--- config.mk ---
export PLATFORM = sky130hd
export DESIGN_NAME = multicycle_controller
export DESIGN_NICKNAME = d
export VERILOG_FILES = /design/src/rtl/multicycle_controller.sv
export SDC_FILE = /design/constraint.sdc
export NUM_CORES = 1
export LEC_CHECK = 0
export CAP_MARGIN = 30
export CELL_PAD_IN_SITES_DETAIL_PLACEMENT = 2
export CELL_PAD_IN_SITES_GLOBAL_PLACEMENT = 2
export CORE_AREA = 2 2 71 124
export CTS_CLUSTER_DIAMETER = 40
export DETAILED_ROUTE_END_ITERATION = 10
export DIE_AREA = 0 0 73 126
export HOLD_SLACK_MARGIN = 0.15
export MAX_ROUTING_LAYER = met4
export PLACE_DENSITY_LB_ADDON = 0.1
export SYNTH_ARGS = -nofsm -noshare
export SYNTH_HDL_FRONTEND = slang
export SYNTH_SLANG_ARGS = --single-unit
--- constraint.sdc ---
create_clock -name clk -period 3.6 [get_ports clk]
set_input_delay 1.08 -clock clk [delete_from_list [all_inputs] [get_ports clk]]
set_output_delay 1.08 -clock clk [all_outputs]
set_load 0.03 [all_outputs]
--- src/rtl/multicycle_controller.sv ---
// Multicycle control unit for a MIPS-subset datapath.
// Instructions run through FETCH -> DECODE -> EXEC -> (MEM) -> (WB). Unsupported
// instructions either halt in TRAP or are retired as NOPs; the choice is made
// at build time by the CTRL_ILLEGAL_TRAP_EN macro.
//
// Parameters:
//   WORD_WIDTH  instruction width (>= 32); opcode = inst[WORD_WIDTH-1 -: 6], funct = inst[5:0]
//   CNT_WIDTH   width of the retired-instruction counter
// Ports:
//   clk, nrst             clock, asynchronous active-low reset
//   inst                  instruction register contents (valid from DECODE on)
//   alu_zero, mem_ready   datapath / memory status
//   mem_read, data_wr     memory read / write requests
//   ir_write, pc_write    IR load, PC update
//   reg_write, reg_dst    register file write enable, rd (1) / rt (0) select
//   alu_src, mem_to_reg   immediate operand B, write-back from memory
//   pc_src, jump, jal, jr branch target, jump target, link to r31, PC from rs
//   sll, srl              shift operand selects
//   alusel                ALU operation code
//   instret               retired-instruction count (wraps)
//   trap                  illegal-instruction halt flag
module multicycle_controller #(
  parameter int WORD_WIDTH = 32,
  parameter int CNT_WIDTH  = 16
) (
  input  logic                  clk,
  input  logic                  nrst,
  input  logic [WORD_WIDTH-1:0] inst,
  input  logic                  alu_zero,
  input  logic                  mem_ready,
  output logic                  mem_read,
  output logic                  data_wr,
  output logic                  ir_write,
  output logic                  pc_write,
  output logic                  reg_write,
  output logic                  reg_dst,
  output logic                  alu_src,
  output logic                  mem_to_reg,
  output logic                  pc_src,
  output logic                  jump,
  output logic                  jal,
  output logic                  jr,
  output logic                  sll,
  output logic                  srl,
  output logic [3:0]            alusel,
  output logic [CNT_WIDTH-1:0]  instret,
  output logic                  trap
);

  localparam logic [5:0] OP_RTYPE = 6'h00;
  localparam logic [5:0] OP_J     = 6'h02;
  localparam logic [5:0] OP_JAL   = 6'h03;
  localparam logic [5:0] OP_BEQ   = 6'h04;
  localparam logic [5:0] OP_BNE   = 6'h05;
  localparam logic [5:0] OP_ADDI  = 6'h08;
  localparam logic [5:0] OP_SLTI  = 6'h0A;
  localparam logic [5:0] OP_ANDI  = 6'h0C;
  localparam logic [5:0] OP_ORI   = 6'h0D;
  localparam logic [5:0] OP_LW    = 6'h23;
  localparam logic [5:0] OP_SW    = 6'h2B;

  localparam logic [5:0] FN_SLL = 6'h00;
  localparam logic [5:0] FN_SRL = 6'h02;
  localparam logic [5:0] FN_JR  = 6'h08;
  localparam logic [5:0] FN_ADD = 6'h20;
  localparam logic [5:0] FN_SUB = 6'h22;
  localparam logic [5:0] FN_AND = 6'h24;
  localparam logic [5:0] FN_OR  = 6'h25;
  localparam logic [5:0] FN_SLT = 6'h2A;

  localparam logic [3:0] ALU_ADD = 4'b0001;
  localparam logic [3:0] ALU_SUB = 4'b0011;
  localparam logic [3:0] ALU_AND = 4'b0111;
  localparam logic [3:0] ALU_OR  = 4'b1111;
  localparam logic [3:0] ALU_SLT = 4'b1110;
  localparam logic [3:0] ALU_SLL = 4'b1100;
  localparam logic [3:0] ALU_SRL = 4'b1000;

  typedef enum logic [2:0] {
    S_FETCH,
    S_DECODE,
    S_EXEC,
    S_MEM,
    S_WB,
    S_TRAP
  } state_t;

  state_t               state;
  logic [5:0]           op_q;
  logic [5:0]           fn_q;
  logic [3:0]           alusel_q;
  logic                 alu_src_q;
  logic                 reg_dst_q;
  logic                 sll_q;
  logic                 srl_q;
  logic [CNT_WIDTH-1:0] instret_q;

  // Operand/immediate bits between opcode and funct are datapath-only.
  logic [5:0] dec_op;
  logic [5:0] dec_fn;
  logic       unused_inst_bits;
  assign dec_op           = inst[WORD_WIDTH-1 -: 6];
  assign dec_fn           = inst[5:0];
  assign unused_inst_bits = ^inst[WORD_WIDTH-7:6];

  // Decode of the live instruction word; captured into registers in DECODE.
  logic       dec_legal;
  logic [3:0] dec_alusel;
  logic       dec_alu_src;
  logic       dec_reg_dst;
  logic       dec_sll;
  logic       dec_srl;

  always_comb begin
    dec_legal   = 1'b1;
    dec_alusel  = '0;
    dec_alu_src = 1'b0;
    dec_reg_dst = 1'b0;
    dec_sll     = 1'b0;
    dec_srl     = 1'b0;
    case (dec_op)
      OP_RTYPE: begin
        dec_reg_dst = 1'b1;
        case (dec_fn)
          FN_ADD: dec_alusel = ALU_ADD;
          FN_SUB: dec_alusel = ALU_SUB;
          FN_AND: dec_alusel = ALU_AND;
          FN_OR:  dec_alusel = ALU_OR;
          FN_SLT: dec_alusel = ALU_SLT;
          FN_SLL: begin dec_alusel = ALU_SLL; dec_sll = 1'b1; end
          FN_SRL: begin dec_alusel = ALU_SRL; dec_srl = 1'b1; end
          FN_JR:  dec_reg_dst = 1'b0;
          default: begin dec_legal = 1'b0; dec_reg_dst = 1'b0; end
        endcase
      end
      OP_ADDI, OP_LW, OP_SW: begin dec_alusel = ALU_ADD; dec_alu_src = 1'b1; end
      OP_ANDI: begin dec_alusel = ALU_AND; dec_alu_src = 1'b1; end
      OP_ORI:  begin dec_alusel = ALU_OR;  dec_alu_src = 1'b1; end
      OP_SLTI: begin dec_alusel = ALU_SLT; dec_alu_src = 1'b1; end
      OP_BEQ, OP_BNE: dec_alusel = ALU_SUB;
      OP_J, OP_JAL: ;
      default: dec_legal = 1'b0;
    endcase
  end

  // Instruction class from the latched fields (stable from EXEC to next DECODE).
  logic is_lw, is_sw, is_beq, is_bne, is_j, is_jal, is_jr;
  assign is_lw  = (op_q == OP_LW);
  assign is_sw  = (op_q == OP_SW);
  assign is_beq = (op_q == OP_BEQ);
  assign is_bne = (op_q == OP_BNE);
  assign is_j   = (op_q == OP_J);
  assign is_jal = (op_q == OP_JAL);
  assign is_jr  = (op_q == OP_RTYPE) && (fn_q == FN_JR);

  always_ff @(posedge clk or negedge nrst) begin
    if (!nrst) begin
      state     <= S_FETCH;
      op_q      <= '0;
      fn_q      <= '0;
      alusel_q  <= '0;
      alu_src_q <= 1'b0;
      reg_dst_q <= 1'b0;
      sll_q     <= 1'b0;
      srl_q     <= 1'b0;
      instret_q <= '0;
    end else begin
      case (state)
        S_FETCH: if (mem_ready) state <= S_DECODE;
        S_DECODE: begin
          op_q      <= dec_op;
          fn_q      <= dec_fn;
          alusel_q  <= dec_alusel;
          alu_src_q <= dec_alu_src;
          reg_dst_q <= dec_reg_dst;
          sll_q     <= dec_sll;
          srl_q     <= dec_srl;
          if (dec_legal) begin
            state <= S_EXEC;
          end else begin
`ifdef CTRL_ILLEGAL_TRAP_EN
            state <= S_TRAP;
`else
            state     <= S_FETCH;
            instret_q <= instret_q + CNT_WIDTH'(1);
`endif
          end
        end
        S_EXEC: begin
          if (is_lw || is_sw) begin
            state <= S_MEM;
          end else if (is_beq || is_bne || is_j || is_jal || is_jr) begin
            state     <= S_FETCH;
            instret_q <= instret_q + CNT_WIDTH'(1);
          end else begin
            state <= S_WB;
          end
        end
        S_MEM: begin
          if (mem_ready) begin
            if (is_lw) begin
              state <= S_WB;
            end else begin
              state     <= S_FETCH;
              instret_q <= instret_q + CNT_WIDTH'(1);
            end
          end
        end
        S_WB: begin
          state     <= S_FETCH;
          instret_q <= instret_q + CNT_WIDTH'(1);
        end
        S_TRAP: state <= S_TRAP;
        default: state <= S_FETCH;
      endcase
    end
  end

  // Strobes are decoded from state and the live handshake inputs (ir_write and
  // branch outcome must react in the same cycle). Gating with nrst keeps every
  // output at 0 while reset is held, yet FETCH drives mem_read in the very
  // first cycle after release.
  always_comb begin
    mem_read   = 1'b0;
    data_wr    = 1'b0;
    ir_write   = 1'b0;
    pc_write   = 1'b0;
    reg_write  = 1'b0;
    mem_to_reg = 1'b0;
    pc_src     = 1'b0;
    jump       = 1'b0;
    jal        = 1'b0;
    jr         = 1'b0;
    trap       = 1'b0;
    if (nrst) begin
      case (state)
        S_FETCH: begin
          mem_read = 1'b1;
          ir_write = mem_ready;
          pc_write = mem_ready;
        end
        S_EXEC: begin
          if (is_beq) begin
            pc_src   = alu_zero;
            pc_write = alu_zero;
          end else if (is_bne) begin
            pc_src   = !alu_zero;
            pc_write = !alu_zero;
          end else if (is_j) begin
            jump     = 1'b1;
            pc_write = 1'b1;
          end else if (is_jal) begin
            jump      = 1'b1;
            pc_write  = 1'b1;
            jal       = 1'b1;
            reg_write = 1'b1;
          end else if (is_jr) begin
            jr       = 1'b1;
            pc_write = 1'b1;
          end
        end
        S_MEM: begin
          mem_read = is_lw;
          data_wr  = is_sw;
        end
        S_WB: begin
          reg_write  = 1'b1;
          mem_to_reg = is_lw;
        end
        S_TRAP: trap = 1'b1;
        default: ;
      endcase
    end
  end

  assign alusel  = alusel_q;
  assign alu_src = alu_src_q;
  assign reg_dst = reg_dst_q;
  assign sll     = sll_q;
  assign srl     = srl_q;
  assign instret = instret_q;

endmodule

---- Yosys cells after proc, flatten, opt, wreduce, memory -nomap -nowiden ----
Cells that the tools add are included.
operators by class
  $add $sub $neg .......................... 1
  equal/unequal tests ..................... 35
  mux-type cells .......................... 64
  reduce and logical (&&, ||, !) cells .... 20
operators by type and width
  operator                                       number
  2-to-1 mux 16 bit                              5
  case mux 16 bit (4 select lines)               1
  == test 6 bit, second input constant           9
  2-to-1 mux 1 bit                               45
  == test 6 x 4 -> 1 bit, second input constant  6
  == test 6 x 2 -> 1 bit, second input constant  5
  case mux 4 bit (7 select lines)                1
  == test 6 x 3 -> 1 bit, second input constant  4
  case mux 4 bit (6 select lines)                1
  zero test 6 bit                                3
  adder 16 x 1 -> 16 bit, second input constant  1
  2-to-1 mux 3 bit                               5
  case mux 3 bit (5 select lines)                1
  inequality test 2 bit, second input constant   6
  OR reduction 10 bit                            1
  case mux 1 bit (2 select lines)                4
  OR reduction 8 bit                             1
  OR reduction 7 bit                             1
  == test 3 x 2 -> 1 bit, second input constant  2
  == test 3 bit, second input constant           2
  AND reduction 6 bit                            1
  OR reduction 6 bit                             1
  logical OR 1 bit                               5
  nonzero test 4 bit                             1
  8 further kinds                                8
word-level totals
  bits in registers ....................... 39
  input bits .............................. 36
  output and inout bits ................... 35
  word-level logic and storage cells ...... 129

---- Longest topological paths before layout ----
  word-level depth ........................ 9
  depth in mapped cells ................... 9
  gate-level depth less buffers ........... 7

---- Least setup slack after synthesis ----
OpenSTA, ideal clock, no wires.
  path type ............................... register to output
  start point ............................. reg op_q[2]
  end point ............................... out mem_read
  arrival time ............................ 2.803 ns
  required time ........................... 2.520 ns
  path slack .............................. -0.283 ns
  stages on the path, launching flop included .. 6
  buffers on the path ..................... 1
  path through ............................ dfrtp_1 > buf_2 > nand4b_1 > nor3_1 > nand2_1 > a2111oi_0
between the ends
  cells in the longest elaborated chain, start to end .. 3
ends and longest elaborated chain
  what                             RTL line  text
  start: declaration               89        logic [5:0] op_q;
  start signal: assignment         171       op_q <= dec_op;
  == test 6 bit                    148       assign is_lw = (op_q == OP_LW);
  case mux 1 bit (2 select lines)  236       case (state)
  2-to-1 mux 1 bit                 235       if (nrst) begin
  end: declaration                 31        output logic mem_read,
No other way between the ends.

---- Worst setup path in the final report ----
  start point ............................. in nrst
  end point ............................... out reg_write
between the ends
  cells in the longest elaborated chain, start to end .. 1
ends and longest elaborated chain
  what                RTL line  text
  start: declaration  27        input logic nrst,
  2-to-1 mux 1 bit    235
  end: declaration    35        output logic reg_write,
No other way between the ends.

==> summary.txt <==
Worst setup path
  – Type of destination of the critical path: output port
  – Reg2reg path depth: 7
  – Crit path max fanout: 4
  – CP Data Arrival Time: 2390 ps
  – Kind of critical path: in2out
  – R2r endpoint: instret[1]$_DFFE_PN0P_
  – Reg-to-Reg Start: op_q[1]$_DFFE_PN0P_
  – Flop-to-flop setup slack: ~1200 ps
  – Worst setup SP type: input port
  – Required time of the critical path: 2520 ps

Pwr
  – Static Leak: 1.35 nW
  – Worst vdd ir: 0.251 mV
  – P per Cell Area: around 720 mW/mm²
  – Power, Total: about 2.3 mW

Logic synthesis
  – Yosys warns: 0
  – Area leader, netlist: dfrtp_1
  – Top post-synthesis cells by area: dfrtp_1 42%, nand2_1 10%, xor2_1 5.3%
  – Sequential fraction of the synthesis area: 0.423
  – Synth top area share: 0.423
  – Async SR Flop Fraction: 1.00
  – Number of flops mapped to enable cells by yosys: 0
  – Post-synthesis net count: 301
  – #FFs+latches synth: 39
  – Mapped Cells: 264
  – Number of distinct library cells after synthesis: 52
  – Mapped cell area: 0.00231 mm²
  – Ys flop type: dfrtp_1
  – Synthesized area per cell: 8.74 µm²

STA
  – Final slew viol count: 0
  – Final Hold Slack: between 400 and 500 ps
  – Clock skew: 5.68 ps
  – Worst Max-Slew Pin Slew: ~570 ps
  – Slew HR: 0.614
  – Final hold vios: 0
  – Final WS setup: about 130 ps
  – RSZ-0062 raised after global routing: false
  – Setup TNS Final: 0 ps
  – Period Utilization, post-route: 0.965
  – Fmax: 288 MHz
  – Setup-failing EPs final: 0
  – Fin crit period: 3470 ps

Hold path
  – Hold Crit Start: instret[15]$_DFFE_PN0P_
  – Type of the most critical hold path: reg2reg
  – Hold path cells: 1
  – Hold EP: instret[15]$_DFFE_PN0P_

Final layout
  – Post-route cell area: 0.00314 mm²
  – Area Growth Syn to Fin: 35.9%
  – Multi-input combinational cell area: 0.00123 mm²
  – Count of nets after finishing: approximately 360
  – Layout Cells excl Fill: 418
  – Filler cells: 922
  – Storage cell area: 976 µm²
  – Layout cell share with drive strength beyond 1: 0.169
  – Diodes inserted: 0
  – Final core utilization: 0.382

Clock network
  – Clk_lat worst skew: 290 ps
  – Clk sinks: 39
  – Post-cts repair resize count: 0
  – Cts bufs inserted: 5
  – CTS tree: built
  – Post-CTS setup buffer count: 0
  – Root Driver: clkbuf_16
  – H-Tree Depth: 2
  – Bufs on Longest Clock Path: 2
  – Clock transition at path regs: 50 ps
  – CTS Hold Buffers Added: 0

Placement
  – Dpl ws: ~100 ps
  – Final Wtd Congestion: ~0.81
  – Dpl cells: 410
  – HPWL reported at the end of detailed placement: 5840 µm
  – DP Area: 0.00296 mm²
  – PortBufs: 50

Floorplan
  – Initial Util: 0.281
  – Core Area: about 0.0082 mm²
  – Die height: 126 µm
  – FP Rows: 44
  – IO Pins: slightly above 70
  – Die area: 0.00920 mm²
  – Die Width: around 73 µm

Detailed routing
  – First-pass iteration count of the detailed router: 4
  – DRC: 0
  – Antenna-violating nets left: 0
  – Vias/cell: 5.21
  – Vias: roughly 2200
  – Detailed Route WL: 7550 µm
  – Routed len/inst: 18.1 µm
  – DRT iter0 DRCs: 66

Global route
  – Largest net degree at the start of global routing: 40
  – Total grt overflow: 0
  – Total GRT Usage: 0.185
  – Initial antenna violation count: 0
  – First-pass GRT wire length: between 10000 and 15000 µm
  – Vias in the first global route: 2455

Job
  – MaxCap Viol Count: 0

Run status
  – Outcome: complete, no violations
[kinds of logic (layout without fill, tap and decap cells)]
kind of cell    Yosys count  in the layout  synth area share
simple gates            147            147             0.330
compound gates           40             40             0.123
flops                    39             39             0.423
buf+inv                  18             80            0.0439
xor+xnor                 17             17            0.0645
mux                       2              2            0.0108
fa+ha+maj                 1              1           0.00542
[worst max-delay path: stages]
cell      delay, ps
buf_2           130
inv_1            80
nor2_1          230
nand3_1         200
nor2_1          170
and3_1          230
nand2b_1        120
buf_4           150
[synth_stat cells, types with 3 or more instances]
cell	count
clkbuf_1	7
nand2b_1	4
nor4_1	6
nand4_1	6
nor2b_1	9
dfrtp_1	39
nor2_2	3
xor2_1	14
buf_2	4
o21ai_0	10
nand2_1	62
nand3_1	6
nor3_2	4
a21oi_1	6
a31oi_1	5
nor3_1	14
and3_1	5
nor2_1	14
xnor2_1	3
[per-layer routing]
metal	GRT usage	share of wire
met1	0.179	0.37
met4	0.0643	0.016
met2	0.355	0.60
met3	0.0248	0.021
met5	-	0
[flip-flops by register name, indices dropped and copies added (netlist names)]
signal,cells
instret,16
srl,1
alusel,4
sll,1
state,3
fn_q,6
op_q,6
alu_src,1
reg_dst,1
[layout by cell type, fill, tap and decap left out, types with 9 or more instances in the layout]
| cell | n |
|---|---|
| o21ai_0 | 10 |
| xor2_1 | 14 |
| nand2_1 | 62 |
| nor2b_1 | 9 |
| clkdlybuf4s50_1 | 38 |
| dfrtp_1 | 39 |
| buf_4 | 29 |
| nor2_1 | 14 |
| nor3_1 | 14 |
[final cells by class]
cell class / instances / area share
multi-input combinational: 207 / 0.393
sequential: 39 / 0.311
tap: 92 / 0.0367
clock buffer: 6 / 0.0443
clock inverter: 2 / 0.0112
inverter: 3 / 0.00519
timing repair buffer: 69 / 0.199
[power breakdown]
part           total [mW]  switching, mW  internal (mW)  leakage [nW]
registers           0.779          0.183          0.596         0.474
logic               0.946          0.548          0.398         0.786
clock network       0.528          0.183          0.345        0.0868
total                2.25          0.914           1.34          1.35
[how the worst max path moves through the flow]
stage,to,depth (start not counted),start
2_1_floorplan,mem_read,5,op_q[2]$_DFFE_PN0P_
3_3_place_gp,reg_write,8,nrst
3_5_place_dp,reg_write,8,nrst
4_1_cts,reg_write,8,nrst
5_1_grt,pc_write,7,alu_zero
6_report,reg_write,8,nrst
Power figures use the tool's default switching activity.
